<file path="config.mk">
export PLATFORM = sky130hd
export DESIGN_NAME = sos_trigger_arbiter
export DESIGN_NICKNAME = d
export VERILOG_FILES = /design/src/rtl/sos_trigger_arbiter_pkg.sv /design/src/rtl/sos_trigger_arbiter_rr_arbiter.sv /design/src/rtl/sos_trigger_arbiter.sv
export SDC_FILE = /design/constraint.sdc
export NUM_CORES = 1
export LEC_CHECK = 0
export BUFFER_PORTS_ARGS = -buffer_cell sky130_fd_sc_hd__buf_2
export CAP_MARGIN = 20
export CELL_PAD_IN_SITES_DETAIL_PLACEMENT = 0
export CELL_PAD_IN_SITES_GLOBAL_PLACEMENT = 1
export CORE_AREA = 5 5 57 59
export DETAILED_ROUTE_END_ITERATION = 12
export DIE_AREA = 0 0 62 64
export PLACE_DENSITY = 0.83
export SETUP_SLACK_MARGIN = 0.5
export SLEW_MARGIN = 10
export SYNTH_ARGS = -nofsm -noshare
export SYNTH_HDL_FRONTEND = slang
export SYNTH_HIERARCHICAL = 1
export SYNTH_SLANG_ARGS = --single-unit
</file>
<file path="constraint.sdc">
create_clock -name CLK -period 4.1 [get_ports CLK]
set_clock_uncertainty 0.2 [all_clocks]
set_input_delay 0.82 -clock CLK [delete_from_list [all_inputs] [get_ports CLK]]
set_output_delay 0.82 -clock CLK [all_outputs]
set_load 0.05 [all_outputs]
</file>
<file path="src/rtl/sos_trigger_arbiter_pkg.sv">
// Shared types and helpers for the SOS trigger arbiter family.
// State encoding and constant-time width helpers.
package sos_pkg;

    typedef enum logic [1:0] {
        ST_IDLE  = 2'd0,
        ST_PULSE = 2'd1,
        ST_WAIT  = 2'd2,
        ST_HOLD  = 2'd3
    } state_t;

    // Ceiling log2; clog2(1) = 0.
    function automatic int clog2(input int value);
        int r;
        r = 0;
        for (int i = 0; i < 31; i++) begin
            if ((1 << i) < value) r = i + 1;
        end
        return r;
    endfunction

    function automatic int max3(input int a, input int b, input int c);
        int m;
        m = (a > b) ? a : b;
        return (m > c) ? m : c;
    endfunction

endpackage

</file>
<file path="src/rtl/sos_trigger_arbiter_rr_arbiter.sv">
// Combinational request arbiter: round-robin after 'last' (mode=1) or lowest index (mode=0).
// Zero latency; no flow control, grant is all-zero when req is empty.
module rr_arbiter #(
    parameter int N_CH = 4,
    parameter int CH_W = 2
) (
    input  logic [N_CH-1:0] req,
    input  logic [CH_W-1:0] last,
    input  logic            mode,
    output logic [N_CH-1:0] grant_onehot,
    output logic [CH_W-1:0] grant_idx
);

    logic            w_found;
    logic [CH_W-1:0] w_cand;

    always_comb begin
        grant_onehot = '0;
        grant_idx    = '0;
        w_found      = 1'b0;
        w_cand       = '0;
        for (int i = 0; i < N_CH; i++) begin
            w_cand = mode ? CH_W'((int'(last) + 1 + i) % N_CH) : CH_W'(i);
            if (!w_found && req[w_cand]) begin
                w_found              = 1'b1;
                grant_onehot[w_cand] = 1'b1;
                grant_idx            = w_cand;
            end
        end
    end

endmodule

</file>
<file path="src/rtl/sos_trigger_arbiter.sv">
// Queues one request per trigger channel, arbitrates, and issues a PULSE_W-wide SOS enable.
// Grant one cycle after a request is seen; waits for Done (optional timeout) then holds off.
module sos_trigger_arbiter
    import sos_pkg::*;
#(
    parameter int N_CH      = 4,
    parameter int CH_W      = (N_CH > 1) ? clog2(N_CH) : 1,
    parameter int PULSE_W   = 1,
    parameter int HOLD_CYC  = 0,
    parameter int TIMEOUT   = 0,
    parameter int EDGE_MODE = 1,
    parameter int ARB_RR    = 1
) (
    input  logic            CLK,
    input  logic            RSTn,
    input  logic [N_CH-1:0] Trig_Sig,
    input  logic            Done_Sig,
    input  logic            Clear_Sig,
    output logic            SOS_En_Sig,
    output logic [CH_W-1:0] Ch_Id,
    output logic            Busy_Sig,
    output logic [N_CH-1:0] Pend_Mask,
    output logic            Tmo_Sig
);

    localparam int              CNT_W       = clog2(max3(PULSE_W, HOLD_CYC, TIMEOUT) + 1);
    localparam logic [CNT_W-1:0] C_PULSE_END = CNT_W'(PULSE_W - 1);
    localparam logic [CNT_W-1:0] C_HOLD_END  = CNT_W'((HOLD_CYC > 0) ? HOLD_CYC - 1 : 0);
    localparam logic [CNT_W-1:0] C_TMO_END   = CNT_W'((TIMEOUT > 0) ? TIMEOUT - 1 : 0);
    localparam logic [CH_W-1:0]  C_LAST_RST  = CH_W'(N_CH - 1);
    localparam logic             C_HOLD_EN   = (HOLD_CYC > 0);
    localparam logic             C_TMO_EN    = (TIMEOUT > 0);
    localparam logic             C_EDGE      = (EDGE_MODE != 0);
    localparam logic             C_RR        = (ARB_RR != 0);

    state_t          r_state;
    logic [CNT_W-1:0] r_cnt;
    logic [N_CH-1:0] r_trig_d;
    logic [N_CH-1:0] r_pend;
    logic [CH_W-1:0] r_rr_last;
    logic [CH_W-1:0] r_ch;
    logic            r_sos;
    logic            r_tmo;
    logic            r_busy;

    state_t          w_state_nxt;
    logic [CNT_W-1:0] w_cnt_nxt;
    logic [CNT_W-1:0] w_cnt_inc;
    logic [N_CH-1:0] w_req_new;
    logic [N_CH-1:0] w_req;
    logic [N_CH-1:0] w_arb_onehot;
    logic [CH_W-1:0] w_arb_idx;
    logic [N_CH-1:0] w_grant_mask;
    logic            w_grant_vld;
    logic [N_CH-1:0] w_pend_nxt;
    logic [CH_W-1:0] w_ch_nxt;
    logic [CH_W-1:0] w_last_nxt;
    logic            w_sos_nxt;
    logic            w_tmo_nxt;
    logic            w_seq_end;

    assign w_req_new    = C_EDGE ? (Trig_Sig & ~r_trig_d) : Trig_Sig;
    assign w_req        = r_pend | w_req_new;
    assign w_grant_vld  = (r_state == ST_IDLE) && !Clear_Sig && (|w_req);
    assign w_grant_mask = w_grant_vld ? w_arb_onehot : '0;
    // Clear dominates any request arriving in the same cycle.
    assign w_pend_nxt   = Clear_Sig ? '0 : (w_req & ~w_grant_mask);
    assign w_cnt_inc    = (&r_cnt) ? r_cnt : r_cnt + 1'b1;

    rr_arbiter #(
        .N_CH (N_CH),
        .CH_W (CH_W)
    ) u_arb (
        .req          (w_req),
        .last         (r_rr_last),
        .mode         (C_RR),
        .grant_onehot (w_arb_onehot),
        .grant_idx    (w_arb_idx)
    );

    always_comb begin
        w_state_nxt = r_state;
        w_cnt_nxt   = w_cnt_inc;
        w_ch_nxt    = r_ch;
        w_last_nxt  = r_rr_last;
        w_sos_nxt   = r_sos;
        w_tmo_nxt   = 1'b0;
        w_seq_end   = 1'b0;
        case (r_state)
            ST_IDLE: begin
                if (w_grant_vld) begin
                    w_state_nxt = ST_PULSE;
                    w_cnt_nxt   = '0;
                    w_ch_nxt    = w_arb_idx;
                    w_last_nxt  = w_arb_idx;
                    w_sos_nxt   = 1'b1;
                end
            end
            ST_PULSE: begin
                if (r_cnt == C_PULSE_END) begin
                    w_state_nxt = ST_WAIT;
                    w_cnt_nxt   = '0;
                    w_sos_nxt   = 1'b0;
                end
            end
            ST_WAIT: begin
                if (Done_Sig) begin
                    w_seq_end = 1'b1;
                end else if (C_TMO_EN && (r_cnt == C_TMO_END)) begin
                    w_tmo_nxt = 1'b1;
                    w_seq_end = 1'b1;
                end
            end
            ST_HOLD: begin
                if (r_cnt == C_HOLD_END) w_state_nxt = ST_IDLE;
            end
            default: w_state_nxt = ST_IDLE;
        endcase
        if (w_seq_end) begin
            w_state_nxt = C_HOLD_EN ? ST_HOLD : ST_IDLE;
            w_cnt_nxt   = '0;
        end
    end

    always_ff @(posedge CLK or negedge RSTn) begin
        if (!RSTn) begin
            r_state   <= ST_IDLE;
            r_cnt     <= '0;
            r_trig_d  <= '0;
            r_pend    <= '0;
            r_rr_last <= C_LAST_RST;
            r_ch      <= '0;
            r_sos     <= 1'b0;
            r_tmo     <= 1'b0;
            r_busy    <= 1'b0;
        end else begin
            r_state   <= w_state_nxt;
            r_cnt     <= w_cnt_nxt;
            r_trig_d  <= Trig_Sig;
            r_pend    <= w_pend_nxt;
            r_rr_last <= w_last_nxt;
            r_ch      <= w_ch_nxt;
            r_sos     <= w_sos_nxt;
            r_tmo     <= w_tmo_nxt;
            r_busy    <= (w_state_nxt != ST_IDLE);
        end
    end

    assign SOS_En_Sig = r_sos;
    assign Ch_Id      = r_ch;
    assign Busy_Sig   = r_busy;
    assign Pend_Mask  = r_pend;
    assign Tmo_Sig    = r_tmo;

endmodule

</file>
* Word-level counts from Yosys, hierarchy flattened
Cells that the tools add are included. Widths: inputs -> output; s select.
Operators by class: magnitude comparators 8, add/subtract/negate cells 5, mux-type cells 44, reduce and logical (&&, ||, !) cells 19, bitwise gates (word level) 8, equality and inequality tests 5
Operators with widths (count):
- $mux 4 | 6
- $mux 1 | 19
- $mux 2 | 8
- $or 4x4->4 | 4
- $lt 2x3->1 const B | 4
- $logic_and 1x1->1 | 9
- $and 4x4->4 | 2
- $bmux 1 s2 | 4
- $demux 1 s2 | 4
- $ge 2x1->1 const B | 4
- $not 4->4 | 2
- $pmux 2 s3 | 1
- $add 2x1->2 const B | 2
- $add 2x2->2 const B | 2
- $eq 2x2->1 const B | 2
- $logic_not 1->1 | 4
- $ne 2x2->1 const B | 2
- $pmux 1 s2 | 2
- $reduce_bool 2->1 | 2
- $reduce_or 4->1 | 1
- $reduce_and 3->1 | 1
- $eq 2x1->1 const B | 1
- $logic_not 2->1 | 1
- $reduce_and 2->1 | 1
- $add 1x1->1 const B | 1
Word-level totals: input port bits 8, flip-flop bits (word level) 17, logic and storage cells 97, output and inout port bits 9

* Logic depth before layout (Yosys ltp)
Gate-level depths: netlist (run 1).
depth in word-level cells 19, depth in mapped cells 10, depth with buffers taken out 10

* Modules after synthesis
The synthesis (run 1) kept the hierarchy.
Modules (own cells, without submodules):
- sos_trigger_arbiter | area an instance 690.7 µm², times used 1, cells an instance 53, sequential area each 427.9 µm²
- rr_arbiter | area an instance 478.0 µm², times used 1, cells an instance 67, sequential area each 0.0 µm²

* Least setup slack after synthesis (run 1)
OpenSTA, ideal clock, no wires.
path type input to register, from input port Trig_Sig[2], to register r_ch[1] (netlist: Ch_Id[1]), library setup time 125 ps, required time 3775 ps, arrival 2723 ps, setup slack 1052 ps, path buffers 0, stages on the path 9, cells stage by stage a21oi_1 inv_1 and3b_1 a211oi_2 o32ai_2 or4_1 o211ai_1 a31oi_1 mux2_2
Between the ends: word-level cells in the longest chain between the ends 14, elaborated cells on any way between the ends 26, classes of those cells 15 x mux; 2 x bitwise; 9 x reduce/logical
RTL lines:
- start: declaration | RTL line sos_trigger_arbiter.sv:16 | input logic [N_CH-1:0] Trig_Sig,
- $and 4x4->4 (*) | RTL line sos_trigger_arbiter.sv:62 | assign w_req_new = C_EDGE ? (Trig_Sig & ~r_trig_d) : Trig_Sig;
- $or 4x4->4 (*) | RTL line sos_trigger_arbiter.sv:63 | assign w_req = r_pend | w_req_new;
- named net w_req[2] | RTL line sos_trigger_arbiter.sv:50 | logic [N_CH-1:0] w_req;
- $bmux 1 s2 | RTL line sos_trigger_arbiter_rr_arbiter.sv:24 | if (!w_found && req[w_cand]) begin
- $mux 1 (implied by the code) | RTL line sos_trigger_arbiter_rr_arbiter.sv:24
- $mux 1 | RTL line sos_trigger_arbiter_rr_arbiter.sv:24
- $logic_not 1->1 | RTL line sos_trigger_arbiter_rr_arbiter.sv:24
- $logic_and 1x1->1 | RTL line sos_trigger_arbiter_rr_arbiter.sv:24
- $mux 1 | RTL line sos_trigger_arbiter_rr_arbiter.sv:24
- $logic_not 1->1 | RTL line sos_trigger_arbiter_rr_arbiter.sv:24
- $logic_and 1x1->1 | RTL line sos_trigger_arbiter_rr_arbiter.sv:24
- $mux 1 | RTL line sos_trigger_arbiter_rr_arbiter.sv:24
- $logic_not 1->1 | RTL line sos_trigger_arbiter_rr_arbiter.sv:24
- $logic_and 1x1->1 | RTL line sos_trigger_arbiter_rr_arbiter.sv:24
- $mux 2 (*) | RTL line sos_trigger_arbiter_rr_arbiter.sv:24
- named net w_arb_idx[1] | RTL line sos_trigger_arbiter.sv:52 | logic [CH_W-1:0] w_arb_idx;
- end signal: assignment | RTL line sos_trigger_arbiter.sv:142 | r_ch <= w_ch_nxt;
- end: declaration | RTL line sos_trigger_arbiter.sv:41 | logic [CH_W-1:0] r_ch;
The timed path passes the listed nets; every way through them passes the cells marked *. The select of a mux whose other input is x is not followed. A chain may end at the register's enable or synchronous reset.

* Worst setup path after layout (run 1)
from input port Trig_Sig[1], to register r_ch[1] (netlist: Ch_Id[1])
The elaborated chain is that of the path after synthesis.

==> results.md, run 1 <==
- Final min period: 3.18 ns
- Final Net Count: 143
- Psw: between 0.0003 and 0.0004 W
- Die area: 3970 sq um
- Clk_lat worst skew: about 0.29 ns
- Via-to-Cell Ratio: 5.91
- Port Buffers: 15
- CP required: 4.08 ns
- Pwr dens: 641 nW/um^2
- Placer Congestion: 0.903
- Max Cap Viol: 0
- CP Data Arrival Time: 3.17 ns
- FMAX: about 310 MHz
- Core ar.: 2660 sq um
- Top post-synthesis cells by area: dfrtp_1 32%, dfstp_2 4.5%, inv_1 4.5%, mux2_2 3.9%, nor2_1 3.2%
- FF+latch area: 428 sq um
- Starting Density: a little over two fifths
- VDD IR max: 0.535 mV
- DRT met1 WL: 1110 um
- Die H: 64 um
- Internal power: between 0.0004 and 0.0005 W
- CP max FO: 6
- Cell count after synthesis: 120
- Die Span X: 62 um
- Std-Cell Rows: 19
- WP buf/inv: 2
- Combinational family with the most area after synthesis: compound AO/OA/AOI/OAI gates
- Vias: 975
- Yosys reg bits: 17
- GRT Util Overall: ~14%
- Gate power share: 53.2%
- CTS Buffer Depth: 2
- CP max stage delay: 0.53 ns
- Simple-gate share of the synthesized area: 18.0%
- CTS tree: built
- Kind of critical path: input pin to flop
- CP max-delay cell: or4_1
- Synth top area share: 32.1%
- Period utilization: about 78%
- First-pass GRT wire length: 4400 um
- Min setup slack post-route: 0.917 ns
- Synth Area in Compound Gates: 29.3%
- Leakage power: 0.558 nW
- Area leader, netlist: dfrtp_1
- Main flop type after synthesis: dfrtp_1
- Post-synthesis sequential area ratio: 36.6%
- # resized after CTS: 0
- Place WS: 0.634 ns
- Area Growth Syn to Fin: 8.03%
- DR top layer: met3
- Fin. max-slew vios: 0
- Worst hold margin: around 0.23 ns
- N_diodes: 0
- Vias in the first global route: approximately 1000
- Met2 Wirelength: 1320 um
- Post-route ant nets: 0
- Mapped Nets: roughly 130
- Switching share of power: between 40% and 50%
- Top cell family by delay on the critical path: compound AO/OA/AOI/OAI gates
- CTS buffer count: 3
- Hpwl dp: just over 2000 um
- Reg2Reg Setup Slack: 1.17 ns
- RSZ-0062 raised after global routing: false
- DRT Pass-1 Iters: 4
- Final Hold Viols: 0
- # fillers: ~260
- Grt ovf: 0
- DR WL met3: around 250 um
- Commonest non-fill, non-tap cells in the layout: 15 x dfrtp_1, 15 x buf_2, 14 x inv_1
- Synth Area in Adders: 0%
- CP cell instances: buf_2, a21oi_1, inv_1, and2b_4, a211oi_2, o32ai_2, or4_1, o211ai_1, a31oi_1, mux2_2
- Root Buffer: clkbuf_4
- Startpoint Class: input pin
- Status: complete, no violations
- Total Wirelength: 2670 um
- Layout cell share with drive strength beyond 1: 32.8%
- Io pins: 17
- Largest net degree at the start of global routing: 18
- H-tree depth: 1
- Post-CTS Hold Buffers: 0
- Hold Path Class: input pin to async pin
- Netlist cell types: 49
- Post-synth EDFFs: 0
- CP endpoint kind: flop
- Syn_area_per_cell: 9.74 sq um
- Initial DRC Count: 43
- WL/cell: between 15 and 20 um
- Fin Setup TNS: 0 ns
- Synth Area in XOR/XNOR: 0.749%
- Drt drc: 0
- Setup violators final: 0
- Number of antenna violations at the first check in global routing: 0
- Yosys warnings: 6
- Clock sinks: 17
- Synthesized area: 1170 sq um
- Fraction of registers with async set or reset after synthesis: 100%
- Post-CTS Setup Inserts: 0
- Mux cell area share after synthesis: 5.57%
- Clk slew on worst S/H paths: 0.09 ns
- Clock share of power: 10.7%
- Sequential Power Share: 36.1%
- Multi-input combinational cell area: ~630 sq um
[routing by layer]
layer  up-vias  GRT usage [%]
li1        462              -
met5         -              0
met3         0           4.02
met1       471           19.1
met4         0           1.86
met2        42           23.6
[synthesized netlist by cell type, drive strengths merged, types with 3 or more instances]
cell	instances
a211oi	6
a21oi	6
a31oi	3
buf	4
dfrtp	15
inv	16
mux2	4
nand2	3
nand2b	5
nand3	4
nor2	10
o211ai	3
o21ai	3
o32ai	3
[logic make-up after synthesis]
| group | after synthesis |
|---|---|
| other cells | 2 |
| mux | 6 |
| compound gates | 38 |
| simple gates | 35 |
| buf+inv | 21 |
| xor+xnor | 1 |
| flops | 17 |
[sequential cells by signal, indices dropped and copies added, names as in the netlist]
signal,cells
Pend_Mask,4
r_rr_last,2
Ch_Id,2
SOS_En_Sig,1
r_trig_d,4
r_state,2
r_cnt,1
Busy_Sig,1
[power groups by stage]
stage	Combinational (W)	Clock [W]	Sequential (W)
final	0.000430	0.0000867	0.000292
after global routing	0.000465	0.0000992	0.000302
after CTS	0.000428	0.0000906	0.000291
after detailed placement	0.000427	0	0.000294
after global placement	0.000420	0	0.000291
after floorplan	0.000300	0	0.000340
[path summary, 6_finish.rpt]
path,start,end,depth (start not counted)
setup / recovery,Trig_Sig[1],Ch_Id[1]$_DFFE_PN0P_,10
max in group asynchronous,RSTn,r_rr_last[1]$_DFFE_PN1P_,1
setup reg to reg,Pend_Mask[1]$_DFF_PN0_,Ch_Id[1]$_DFFE_PN0P_,9
min in group CLK,Ch_Id[0]$_DFFE_PN0P_,Ch_Id[0]$_DFFE_PN0P_,1
hold reg to reg,Ch_Id[0]$_DFFE_PN0P_,Ch_Id[0]$_DFFE_PN0P_,1
hold / removal,RSTn,Busy_Sig$_DFF_PN0_,1
[stage by stage]
step / power, W / cells / util [%] / cell area (sq um)
global placement: 0.000711 / 161 / 46.4 / 1240
detailed placement: 0.000721 / 161 / 46.4 / 1240
global route: 0.000866 / 165 / 47.4 / 1260
floorplan: 0.000641 / 120 / - / 1170
finish: 0.000809 / 165 / 47.4 / 1260
CTS: 0.000809 / 165 / 47.4 / 1260
[cell type report]
class	count	area share, %
Multi-Input combinational cell	82	50.2
Clock buffer	4	2.08
Tap cell	31	3.07
Timing Repair Buffer	15	5.95
Inverter	16	4.76
Sequential cell	17	33.9
Note: power is estimated with default switching activity, not from simulation.
==> run 2, diff against run 1 <==
ABC_AREA = 1   (was unset)
CORE_AREA = 5 5 65 67   (was 5 5 57 59)
DIE_AREA = 0 0 70 72   (was 0 0 62 64)
PLACE_DENSITY = 0.76   (was 0.83)
clock period = 2.7 ns   (was 4.1 ns; I/O delays follow)
==> run 2 against run 1 <==
Net effect:
- combinational power up 69%
- sequential power rose by 33%
- sequential share of layout area fell by 3.5 points
- synthesized area grew 5.7%
- non-clock buffer count is 1 higher
- first-iteration DRC count grew 35%
- cell area grew 12%
- core utilization shrank 8.0 points
- largest power group unchanged
==> results.md, run 2 <==
- CP Launch Point: r_rr_last[0]$_DFFE_PN1P_
- N_diodes: 0
- Status: complete, no violations
- Cell count after synthesis: 185
- Area leader, netlist: dfrtp_1
- CP endpoint kind: flop
- Total Wirelength: around 2700 um
- Root Buffer: clkbuf_4
- Fin Setup TNS: 0 ns
- Max Cap Viol: 0
- Post-synth EDFFs: 0
- CTS Buffer Depth: 2
- Largest net degree at the start of global routing: 18
- CTS buffer count: 3
- Startpoint Class: flop
- CP max-delay cell: dfstp_2
- Final Hold Viols: 0
- Via-to-Cell Ratio: 4.58
- Die area: 5040 sq um
- Place WS: 0.546 ns
- Kind of critical path: flop to flop
- Fin. max-slew vios: 0
- Syn_area_per_cell: 6.68 sq um
- Commonest non-fill, non-tap cell in the layout: nand2_1
- Clock sinks: 17
- Synthesized area: ~1200 sq um
- Reg2Reg Depth: 13
- Post-CTS Setup Inserts: 0
- Clk_lat worst skew: 0.29 ns
- Die Span X: 70 um
- Netlist cell types: 22
- Clk slew on worst S/H paths: 0.11 ns
- DRT met1 WL: 1330 um
- Total stage count of the critical path: 13
- Reg2Reg Setup Slack: approximately 0.70 ns
- Area Growth Syn to Fin: 14.1%
- Simple-gate share of the synthesized area: 50.1%
- RR Endpoint: Pend_Mask[3]$_DFF_PN0_
- WP buf/inv: 3
- Vias in the first global route: 1076
- DP Area: about 1300 sq um
- Most frequent cell after synthesis: nand2_1
- DR WL met3: 80 um
- Synth Area in XOR/XNOR: 0%
- Combinational family with the most area after synthesis: simple AND/OR/NAND/NOR gates
- DP Cell Count: between 200 and 250
- Final min period: ~2.0 ns
- Finished Layout Cells: 251
- DRT Pass-1 Iters: 4
- Yosys reg bits: 17
- Mux cell area share after synthesis: 0%
- Final Net Count: 212
- Main flop type after synthesis: dfrtp_1
- CP max FO: 11
- GRT Util Overall: 11.4%
- Pwr dens: 889 nW/um^2
- Top cell family by delay on the critical path: simple AND/OR/NAND/NOR gates
- RSZ-0062 raised after global routing: false
- FF-to-FF Start: r_rr_last[0]$_DFFE_PN1P_
- First-pass GRT wire length: ~4700 um
- Most used cell, CP: nand2_1
- Fraction of registers with async set or reset after synthesis: 100%
- Hpwl dp: 2160 um
- Leakage power: 0.796 nW
- # fillers: 391
- DR top layer: met4
- CTS tree: built
- Synth Area in Compound Gates: under 10%
- Termination of the worst setup path: Pend_Mask[3]$_DFF_PN0_
- Min setup slack post-route: 0.701 ns
- Core ar.: 3580 sq um
- Commonest non-fill, non-tap cells in the layout: 62 x nand2_1, 30 x nand3_1, 28 x inv_1
- Starting Density: 34.5%
- Layout cell share with drive strength beyond 1: 21.2%
- Io pins: 17
- CP max stage delay: approximately 0.61 ns
- Setup violators final: 0
- Placer Congestion: about 0.84
- VDD IR max: 0.688 mV
- CP required: 2.69 ns
- Grt ovf: 0
- FMAX: around 500 MHz
- Synth Area in Adders: 0%
- FF+latch area: approximately 430 sq um
- WL/cell: 10.6 um
- Die H: between 70 and 80 um
- Period utilization: 74.0%
- Post-synth top cells: 62 x nand2_1, 31 x nand3_1, 28 x inv_1, 15 x dfrtp_1, 11 x nand2_2
- Multi-input combinational cell area: roughly 690 sq um
- Synth top area share: just over 30%
- Post-synthesis sequential area ratio: 34.7%
- CP Data Arrival Time: 1.99 ns
- Vias: 1150
- H-tree depth: 1
- Hold Path Class: input pin to flop
- Yosys warnings: 6
- Std-Cell Rows: 22
- CP cell instances: inv_4, nand2_8, nand2_1, nand2_1, nand2_1, nand2_2, inv_2, nor2_8, nand2_1, nand3_1, nand3_1, nand2_1, inv_1
- Port Buffers: 15
- Top post-synthesis cells by area: dfrtp_1 30%, nand2_1 19%, nand3_1 13%, inv_1 8.5%, nand2_2 5.6%
- Met2 Wirelength: 1220 um
- Number of antenna violations at the first check in global routing: 0
- Drt drc: 0
- Initial DRC Count: 58
- Final instance area: between 1000 and 1500 sq um
- Post-route ant nets: 0
run 2: cell count changes in the layout (fill, tap and decap cells not counted), sizes merged, moves of 4 or more:
cell	before	now
nand2	3	76
mux2	4	0
a211oi	6	0
inv	16	30
nand3	4	32
nand2b	5	0
run 2: kinds of logic after synthesis:
group / Yosys count
simple gates: 125
other cells: 2
compound gates: 8
buf+inv: 33
flops: 17
run 2: worst min-delay path by stage:
stage,start,end,cells after the start
global placement,Ch_Id[0]$_DFFE_PN0P_,Ch_Id[0]$_DFFE_PN0P_,2
finish,Trig_Sig[2],r_trig_d[2]$_DFF_PN0_,1
CTS,Trig_Sig[2],r_trig_d[2]$_DFF_PN0_,1
global route,Trig_Sig[2],r_trig_d[2]$_DFF_PN0_,1
detailed placement,Ch_Id[0]$_DFFE_PN0P_,Ch_Id[0]$_DFFE_PN0P_,2
floorplan,RSTn,Busy_Sig$_DFF_PN0_,0
run 2: final cells by class:
type                    instances  area share, %
inverters                      30           8.17
multi-input cells             136           49.0
flip-flops and latches         17           30.4
clock buffers                   3           1.60
repair buffers                 16           6.04
well taps                      48           4.26
clock inverters                 1          0.533
run 2: repair_timing:
action,4_1_cts,5_1_grt
endpoints found under the setup margin,0,8
hold buffers,1,0
resized for setup,0,4
endpoints found under the hold margin,15,0
run 2: routing by layer:
layer	up-vias	track usage, %
met5	-	0
met1	515	15.7
met2	18	17.9
li1	615	-
met4	0	2.34
met3	2	3.05
run 2: worst register-to-register path, stage by stage, from the launching register on:
cell and delay (ns):
dfstp_2 0.61, inv_4 0.09, nand2_8 0.11, nand2_1 0.05
nand2_1 0.10, nand2_1 0.07, nand2_2 0.08, inv_2 0.08
nor2_8 0.14, nand2_1 0.06, nand3_1 0.12, nand3_1 0.08
nand2_1 0.07, inv_1 0.03
run 2: power breakdown:
part	internal, W	switching, W	leakage [nW]	total, W
Clock	0.0000563	0.0000812	0.0139	0.000137
Sequential	0.000331	0.0000553	0.203	0.000387
Combinational	0.000208	0.000520	0.579	0.000728
run 2: stage by stage:
stage	total power (W)	hold slack, ns	util (%)
after CTS	0.00125	0.152	38.8
final	0.00125	0.163	39.4
after detailed placement	0.00111	0.257	37.7
after global routing	0.00137	0.137	39.4
after floorplan	0.000963	0.0444	-
after global placement	0.00111	0.254	37.7
